**src/rtl/hazard_ctrl.sv**
```systemverilog
`default_nettype none
// hazard_ctrl: per-cycle load/hold/bubble control for the 5-stage MIPS pipeline registers.
// Optional HAZARD_PERF_EN adds saturating hold_cycles / flush_count event counters.
module hazard_ctrl #(
    parameter int unsigned MEM_WAIT = 2
) (
    input  logic       clk,
    input  logic       rst,
    input  logic [4:0] ID_Rs,
    input  logic [4:0] ID_Rt,
    input  logic       EX_memread,
    input  logic [4:0] EX_Rt,
    input  logic       MEM_memread,
    input  logic       MEM_memwrite,
    input  logic       MEM_branch_taken,
    output logic       PC_write,
    output logic       IF_ID_write,
    output logic       ID_EX_write,
    output logic       EX_MEM_write,
    output logic       MEM_WB_write,
    output logic       IF_ID_flush,
    output logic       ID_EX_flush,
    output logic       EX_MEM_flush,
    output logic       mem_busy
`ifdef HAZARD_PERF_EN
    ,
    output logic [15:0] hold_cycles,
    output logic [15:0] flush_count
`endif
);

    typedef enum logic [0:0] {
        RUN   = 1'b0,
        MWAIT = 1'b1
    } state_t;

    localparam logic [3:0] CNT_LOAD = (MEM_WAIT == 0) ? 4'd0 : 4'(MEM_WAIT - 1);

    state_t     state, state_nxt;
    logic [3:0] cnt, cnt_nxt;
    logic       mem_access;
    logic       hold;
    logic       flush;
    logic       load_use;

    assign mem_access = MEM_memread | MEM_memwrite;
    assign load_use   = EX_memread && (EX_Rt != 5'd0) &&
                        ((EX_Rt == ID_Rs) || (EX_Rt == ID_Rt));
    assign flush      = MEM_branch_taken && !hold;

    always_ff @(posedge clk or posedge rst) begin
        if (rst) begin
            state <= RUN;
            cnt   <= 4'd0;
        end else begin
            state <= state_nxt;
            cnt   <= cnt_nxt;
        end
    end

    // The release cycle (MWAIT, cnt==0) is not a hold and never re-arms on the same access.
    always_comb begin
        state_nxt = state;
        cnt_nxt   = cnt;
        hold      = 1'b0;
        unique case (state)
            RUN: begin
                if (mem_access && (MEM_WAIT != 0)) begin
                    hold      = 1'b1;
                    state_nxt = MWAIT;
                    cnt_nxt   = CNT_LOAD;
                end
            end
            MWAIT: begin
                if (cnt != 4'd0) begin
                    hold    = 1'b1;
                    cnt_nxt = cnt - 4'd1;
                end else begin
                    state_nxt = RUN;
                end
            end
            default: state_nxt = RUN;
        endcase
    end

    always_comb begin
        PC_write     = 1'b1;
        IF_ID_write  = 1'b1;
        ID_EX_write  = 1'b1;
        EX_MEM_write = 1'b1;
        MEM_WB_write = 1'b1;
        IF_ID_flush  = 1'b0;
        ID_EX_flush  = 1'b0;
        EX_MEM_flush = 1'b0;
        mem_busy     = 1'b0;
        if (rst) begin
            PC_write     = 1'b0;
            IF_ID_write  = 1'b0;
            ID_EX_write  = 1'b0;
            EX_MEM_write = 1'b0;
            MEM_WB_write = 1'b0;
            IF_ID_flush  = 1'b1;
            ID_EX_flush  = 1'b1;
            EX_MEM_flush = 1'b1;
        end else if (hold) begin
            PC_write     = 1'b0;
            IF_ID_write  = 1'b0;
            ID_EX_write  = 1'b0;
            EX_MEM_write = 1'b0;
            MEM_WB_write = 1'b0;
            mem_busy     = 1'b1;
        end else if (flush) begin
            IF_ID_flush  = 1'b1;
            ID_EX_flush  = 1'b1;
            EX_MEM_flush = 1'b1;
        end else if (load_use) begin
            PC_write     = 1'b0;
            IF_ID_write  = 1'b0;
            ID_EX_flush  = 1'b1;
        end
    end

`ifdef HAZARD_PERF_EN
    always_ff @(posedge clk or posedge rst) begin
        if (rst) begin
            hold_cycles <= 16'd0;
            flush_count <= 16'd0;
        end else begin
            if (hold && (hold_cycles != 16'hFFFF)) begin
                hold_cycles <= hold_cycles + 16'd1;
            end
            if (flush && (flush_count != 16'hFFFF)) begin
                flush_count <= flush_count + 16'd1;
            end
        end
    end
`else
    // Event counters are not built in this configuration.
`endif

endmodule
`default_nettype wire

```
**config.mk**
```make
export PLATFORM = sky130hd
export DESIGN_NAME = hazard_ctrl
export DESIGN_NICKNAME = d
export VERILOG_FILES = /design/src/rtl/hazard_ctrl.sv
export SDC_FILE = /design/constraint.sdc
export NUM_CORES = 1
export LEC_CHECK = 0
export ABC_AREA = 1
export ABC_CLOCK_PERIOD_IN_PS = 2000
export CORE_ASPECT_RATIO = 1.1
export CORE_UTILIZATION = 38
export DETAILED_ROUTE_END_ITERATION = 7
export GPL_ROUTABILITY_DRIVEN = 0
export PLACE_DENSITY = 0.84
export SYNTH_ARGS = -nofsm -noshare
export SYNTH_HDL_FRONTEND = slang
export SYNTH_SLANG_ARGS = --single-unit
```
**constraint.sdc**
```tcl
create_clock -name clk -period 2 [get_ports clk]
set_clock_uncertainty 0.05 [all_clocks]
set_input_delay 0.3 -clock clk [delete_from_list [all_inputs] [get_ports clk]]
set_output_delay 0.3 -clock clk [all_outputs]
set_load 0.02 [all_outputs]
```
==> metrics.md, run 1 <==
| Metric | Value |
|---|---|
| Status | completed |
| FMAX | 0.5275 GHz |
| CTS hold repair buffers | 0 |
| Mux cell area share after synthesis | 0% |
| Sequential group share of total power | 17.3% |
| Slew headroom | 79.96% |
| Area Growth Syn to Fin | 59.51% |
| Synthesized instance count | 89 |
| Clock latency on the worst-skew pair | 0.24 ns |
| Vias per inst | 4.340 |
| Clock share of power | 11.6% |
| Die Y | 42.46 um |
| Largest net degree at the start of global routing | 6 |
| Synth cell types | 20 |
| Final Slew Violations | 0 |
| Core Area | 1384 um2 |
| Final ANT Viol Nets | 0 |
| Fraction of the mapped netlist area in compound gates | 10.40% |
| Worst Hold Class | in -> async |
| CTS sink cnt | 5 |
| Die ar. | 1647 um2 |
| Adder-Cell Fraction of Synth Area | 2.212% |
| # DRC | 0 |
| Crit end category | primary output |
| Most common cell after layout, fill and taps aside | nand2_1 |
| PD cells | 1133 nW/um2 |
| Initial antenna violation count | 0 |
| Fin. Hold Viols | 0 |
| Internal Pwr Total | 0.0005583 W |
| Synth Area in Simple Gates | 36.73% |
| Switching part of the total power | 45.40% |
| Synth Net Count | 111 |
| ANT cells | 0 |
| Multi-input logic area | 326.6 um2 |
| Leakage power | 0.5343 nW |
| CTS clk-pin slew, worst paths | 0.05 ns |
| Via Count | 612 |
| WS Path Type | reg -> out |
| Final net count | 148 |
| Drt first pass iters | 4 |
| RSZ-0062 raised after global routing | no |
| H-tree Lvls | 1 |
| Synth Register Bits | 5 |
| DRT Wirelength | 1.349 mm |
| Row cnt | 14 |
| CP Data Arrival Time | 1.55 ns |
| Crit start category | flip-flop |
| Port buffer count | 29 |
| Worst EP required | 1.65 ns |
| Final period util | 94.78% |
| Largest family of logic cells by synthesized area | simple AND/OR/NAND/NOR gates |
| Max Cap Viol | 0 |
| Worst Path Max Fanout | 4 |
| Fillcell total | 137 |
| Post-synthesis sequential area ratio | 22.12% |
| Grt ovf | 0 |
| HPWL after detailed placement | 1.149 mm |
| GRT Util Overall | 18.40% |
| Global-route wire length before repair | 2.152 mm |
| Min cycle time layout | 1.896 ns |
| Sw Pwr | 0.0004643 W |
| Ys Warns | 0 |
| Iter 0 DRT Violations | 12 |
| Util after Layout | 65.19% |
| Root Buffer | clkbuf_4 |
| Synth Cell Area | 565.5 um2 |
| Clock Path Buffers | 2 |
| # IOs | 30 |
| Vias in the first global route | 585 |
| Worst hold slack | 0.3961 ns |
| Post-Synth XOR/XNOR Area | 6.195% |
| Starting Density | 40.87% |
| CTS buffer count | 3 |
| Combinational power share | 71.1% |
| Endpoints failing setup | 0 |
| Register area | 125.1 um2 |
| WL/cell | 9.567 um |
| CTS tree | yes |
| Share of cells above drive strength 1 | 25.60% |
| Die Span X | 38.78 um |
| Worst-Margin Slew | 0.3005 ns |
| Commonest cells after routing, fill and taps aside | nand2_1 (27), inv_1 (19), clkdlybuf4s50_1 (15) |
| Syn avg cell area | 6.354 um2 |
| VDD IR max | 0.4234 mV |
[what timing repair did]
action                                  4_1_cts  5_1_grt
pin swaps                                     0        2
endpoints found under the setup margin        9        9
resized for setup                            19       21
setup buffers                                 0        0
[flip-flops by register name, indices dropped and copies added, names as in the netlist]
| signal | count |
|---|---|
| cnt | 4 |
| state | 1 |
[critical path, stage by stage (launching register included)]
cell and delay [ns]:
dfrtp_1 0.36, inv_1 0.12, ha_4 0.17, a31oi_4 0.10
inv_4 0.10, nand2_8 0.06, nor2_4 0.12, nand2_1 0.06
inv_1 0.06, buf_2 0.16
[synthesized netlist by cell type (all sizes together)]
cell type | count | area, um2
a31oi | 1 | 21.27
xor2 | 1 | 8.760
nand4 | 1 | 6.260
o21ai | 3 | 18.77
nand3 | 6 | 35.03
dfrtp | 5 | 125.1
o22ai | 3 | 18.77
ha | 1 | 12.51
buf | 4 | 30.03
nand2 | 29 | 132.6
xnor2 | 3 | 26.28
nor2 | 7 | 33.78
inv | 25 | 96.34
[final cells by class]
type,instances,share of cell area [%]
Sequential cell,5,13.87
Clock buffer,4,2.913
Timing Repair Buffer,36,34.12
Multi-Input combinational cell,55,36.20
Inverter,25,10.68
Tap cell,16,2.219
[path summary, 6_finish.rpt]
kind                       startpoint          end  slack (ns)  depth (start not counted)
setup reg to reg               cnt[1]       cnt[0]        0.64                          8
hold / removal                    rst        state        0.40                          3
min in group clk               cnt[3]       cnt[3]        0.56                          2
max in group asynchronous         rst       cnt[0]        1.39                          3
hold reg to reg                cnt[3]       cnt[3]        0.56                          2
setup / recovery               cnt[1]  IF_ID_write        0.10                          9
[through the flow]
stage / instances / TNS [ns] / total power, W / cell area, um2 / setup slack, ns
2_1_floorplan: 89 / 0 / 0.0006578 / 565.5 / 0.1308
3_3_place_gp: 137 / -1.866 / 0.0009090 / 898.4 / -0.3336
3_5_place_dp: 137 / -2.083 / 0.0009300 / 898.4 / -0.3595
4_1_cts: 141 / 0 / 0.001015 / 914.6 / 0.002342
5_1_grt: 141 / 0 / 0.001109 / 902.1 / 0.0003174
6_report: 141 / 0 / 0.001023 / 902.1 / 0.1043
[per-layer routing]
layer | wire, um | share of wire [%] | track usage [%] | up-vias
li1 | - | - | - | 329
met1 | 515 | 38 | 19.02 | 259
met2 | 744 | 55 | 34.33 | 24
met3 | 89 | 6.6 | 2.128 | 0
met4 | 0 | 0 | 8.276 | 0
met5 | 0 | 0 | 0 | -
[power groups by stage]
stage               Clock [W]  Sequential [W]  Combinational (W)
floorplan                   0        0.000173           0.000485
global placement            0        0.000176           0.000733
detailed placement          0        0.000177           0.000753
CTS                  0.000122        0.000176           0.000718
global route         0.000129        0.000182           0.000798
finish               0.000119        0.000177           0.000727
[cells by family after synthesis]
| kind of cell | after synthesis |
|---|---|
| fa+ha+maj | 1 |
| buf+inv | 29 |
| compound gates | 7 |
| xor+xnor | 4 |
| simple gates | 43 |
| flops | 5 |
Power figures use the tool's default switching activity.
==> run 2: changes to the inputs <==
Settings changed: ABC_CLOCK_PERIOD_IN_PS 2000 to 2300, CORE_ASPECT_RATIO 1.1 to unset, CORE_UTILIZATION 38 to 41, PLACE_DENSITY 0.84 to 0.89.
Clock period 2 ns to 2.3 ns, I/O delays scaled along.
==> run 2 against run 1 <==
Effect of this change:
- die area fell by 7.0%
- register-to-register slack gained 0.23 ns
- clock power shrank 16%
- core utilization increased by 4.2 points
- first-iteration DRC count increased by 50%
- total power down 17%
- via count increased by 3.8%
- final cell count is 2.1% lower
==> metrics.md, run 2 (synthesis gave the netlist of run 1 again) <==
| Metric | Value |
|---|---|
| Status | completed |
| R2r startpoint | cnt[0] |
| Commonest cells after routing, fill and taps aside | nand2_1 (27), inv_1 (20), clkdlybuf4s50_1 (20) |
| Core Area | 1285 um2 |
| Endpoints failing setup | 0 |
| Worst Hold Class | reg -> reg |
| Crit start category | input pin |
| Grt ovf | 0 |
| Crit path largest cell delay | 0.53 ns |
| Area Growth Syn to Fin | 57.74% |
| VDD IR max | 0.6409 mV |
| DRT Wirelength | 1.334 mm |
| ANT cells | 0 |
| RSZ-0062 raised after global routing | no |
| CTS buffer count | 3 |
| WS Path Type | in -> out |
| H-tree Lvls | 1 |
| Drt first pass iters | 4 |
| Final net count | 146 |
| Final Slew Violations | 0 |
| Crit end category | primary output |
| Most frequent CP cell | nand2_1 |
| Layout Cells excl Fill | 138 |
| Iter 0 DRT Violations | 18 |
| # IOs | 30 |
| Vias per inst | 4.601 |
| Port buffer count | 29 |
| WL/cell | 9.667 um |
| Fin. Hold Viols | 0 |
| Max Cap Viol | 0 |
| HPWL after detailed placement | 1.145 mm |
| Fillcell total | 112 |
| CP Data Arrival Time | 1.78 ns |
| Initial antenna violation count | 0 |
| Root Buffer | clkbuf_4 |
| Worst EP required | 1.90 ns |
| PD cells | 948.8 nW/um2 |
| # DRC | 0 |
| Largest net degree at the start of global routing | 6 |
| Die Span X | 39.14 um |
| CP endpoint | ID_EX_flush |
| Worst R2R Setup Slack | 0.87 ns |
| Worst Path Max Fanout | 3 |
| Worst path cell trace | clkdlybuf4s50_1 > inv_1 > nand2_1 > nand2_1 > nor2_1 > nand3_1 > nand2_1 > nand3_1 > nand2_1 > clkdlybuf4s15_1 |
| Placed cells | 134 |
| Largest register FFs | 4 |
| Final ANT Viol Nets | 0 |
| Starting Density | 44.01% |
| GRT Util Overall | 21.12% |
| Slowest CP cell | clkdlybuf4s50_1 |
| Slew headroom | 85.63% |
| Top flop regs | cnt (4), state (1) |
| Critical Path Stages | 10 |
| CTS hold repair buffers | 0 |
| Clock latency on the worst-skew pair | 0.24 ns |
| FMAX | 0.4594 GHz |
| Buf/Inv on CP | 3 |
| Global-route wire length before repair | 2.194 mm |
| Most common cell after layout, fill and taps aside | nand2_1 |
| Pwr Total | 0.0008464 W |
| CTS sink cnt | 5 |
| Share of cells above drive strength 1 | 17.07% |
| CTS clk-pin slew, worst paths | 0.04 ns |
| Worst hold slack | 0.5105 ns |
| Vias in the first global route | 573 |
| Row cnt | 13 |
| Die Y | 39.14 um |
| Crit path max-delay family | buffers and inverters |
| Leakage power | 0.5029 nW |
| Final period util | 94.64% |
| Hold Path Cell Cnt | 3 |
| Largest reg by FF count | cnt |
| Cells on worst reg2reg path | 8 |
| Worst-Margin Slew | 0.2164 ns |
| Clock Path Buffers | 2 |
| Crit. Startpoint | EX_Rt[2] |
| CTS tree | yes |
| Reg-to-Reg End | cnt[0] |
| Die ar. | 1532 um2 |
| Via Count | 635 |
| Util after Layout | 69.43% |
| Min cycle time layout | 2.177 ns |
[run 2: cell types whose count changed in the layout (fill, tap and decap cells not counted), sizes merged]
cell,previous run,this run
buf,10,5
clkdlybuf4s50,15,20
clkbuf,10,6
dlygate4sd2,2,5
dlymetal6s2s,3,0
clkdlybuf4s15,0,2
[run 2: worst min path at each step]
stage	from	slack (ns)	endpoint
2_1_floorplan	rst	0.11	cnt[0]
3_3_place_gp	cnt[1]	0.48	cnt[1]
3_5_place_dp	cnt[0]	0.50	cnt[0]
4_1_cts	cnt[0]	0.51	cnt[0]
5_1_grt	cnt[3]	0.57	cnt[3]
6_report	cnt[0]	0.51	cnt[0]
[run 2: worst reg2reg max path: stages (launching register included)]
cell     delay [ns]
dfrtp_1        0.35
inv_1          0.12
ha_1           0.25
a31oi_4        0.12
inv_4          0.12
nand2_8        0.07
buf_4          0.14
nand2_1        0.04
o21ai_0        0.06
[run 2: metrics by stage]
step,instance area (um2),setup TNS (ns),setup slack [ns]
after floorplan,565.5,0,0.3858
after global placement,882.1,-0.2996,-0.1104
after detailed placement,882.1,-0.4208,-0.1619
after CTS,897.1,0,0.09181
after global routing,892.1,0,0.006223
final,892.1,0,0.1232
[run 2: final cells by class]
class	instances	area [um2]	share of cell area [%]
clock buffers	4	26.28	2.945
inverters	25	96.34	10.80
well taps	15	18.77	2.104
flip-flops and latches	5	125.1	14.03
repair buffers	34	311.5	34.92
multi-input cells	55	314.1	35.20
[run 2: power by group]
group | internal (W) | switching (W)
combinational | 0.000260 | 0.000332
clock | 0.0000655 | 0.0000350
sequential | 0.000134 | 0.0000204
[run 2: timing repair]
item / CTS / global route
resized for setup: 9 / 6
buffers inserted: 0 / 0
setup endpoints to repair: 9 / 4
[run 2: per-layer routing]
layer  track usage [%]  wire [um]  part of all wire [%]
met1             23.53        565                    42
met2             37.08        670                    50
met3             10.98         99                   7.4
met4            0.8621          0                     0
met5                 0          0                     0
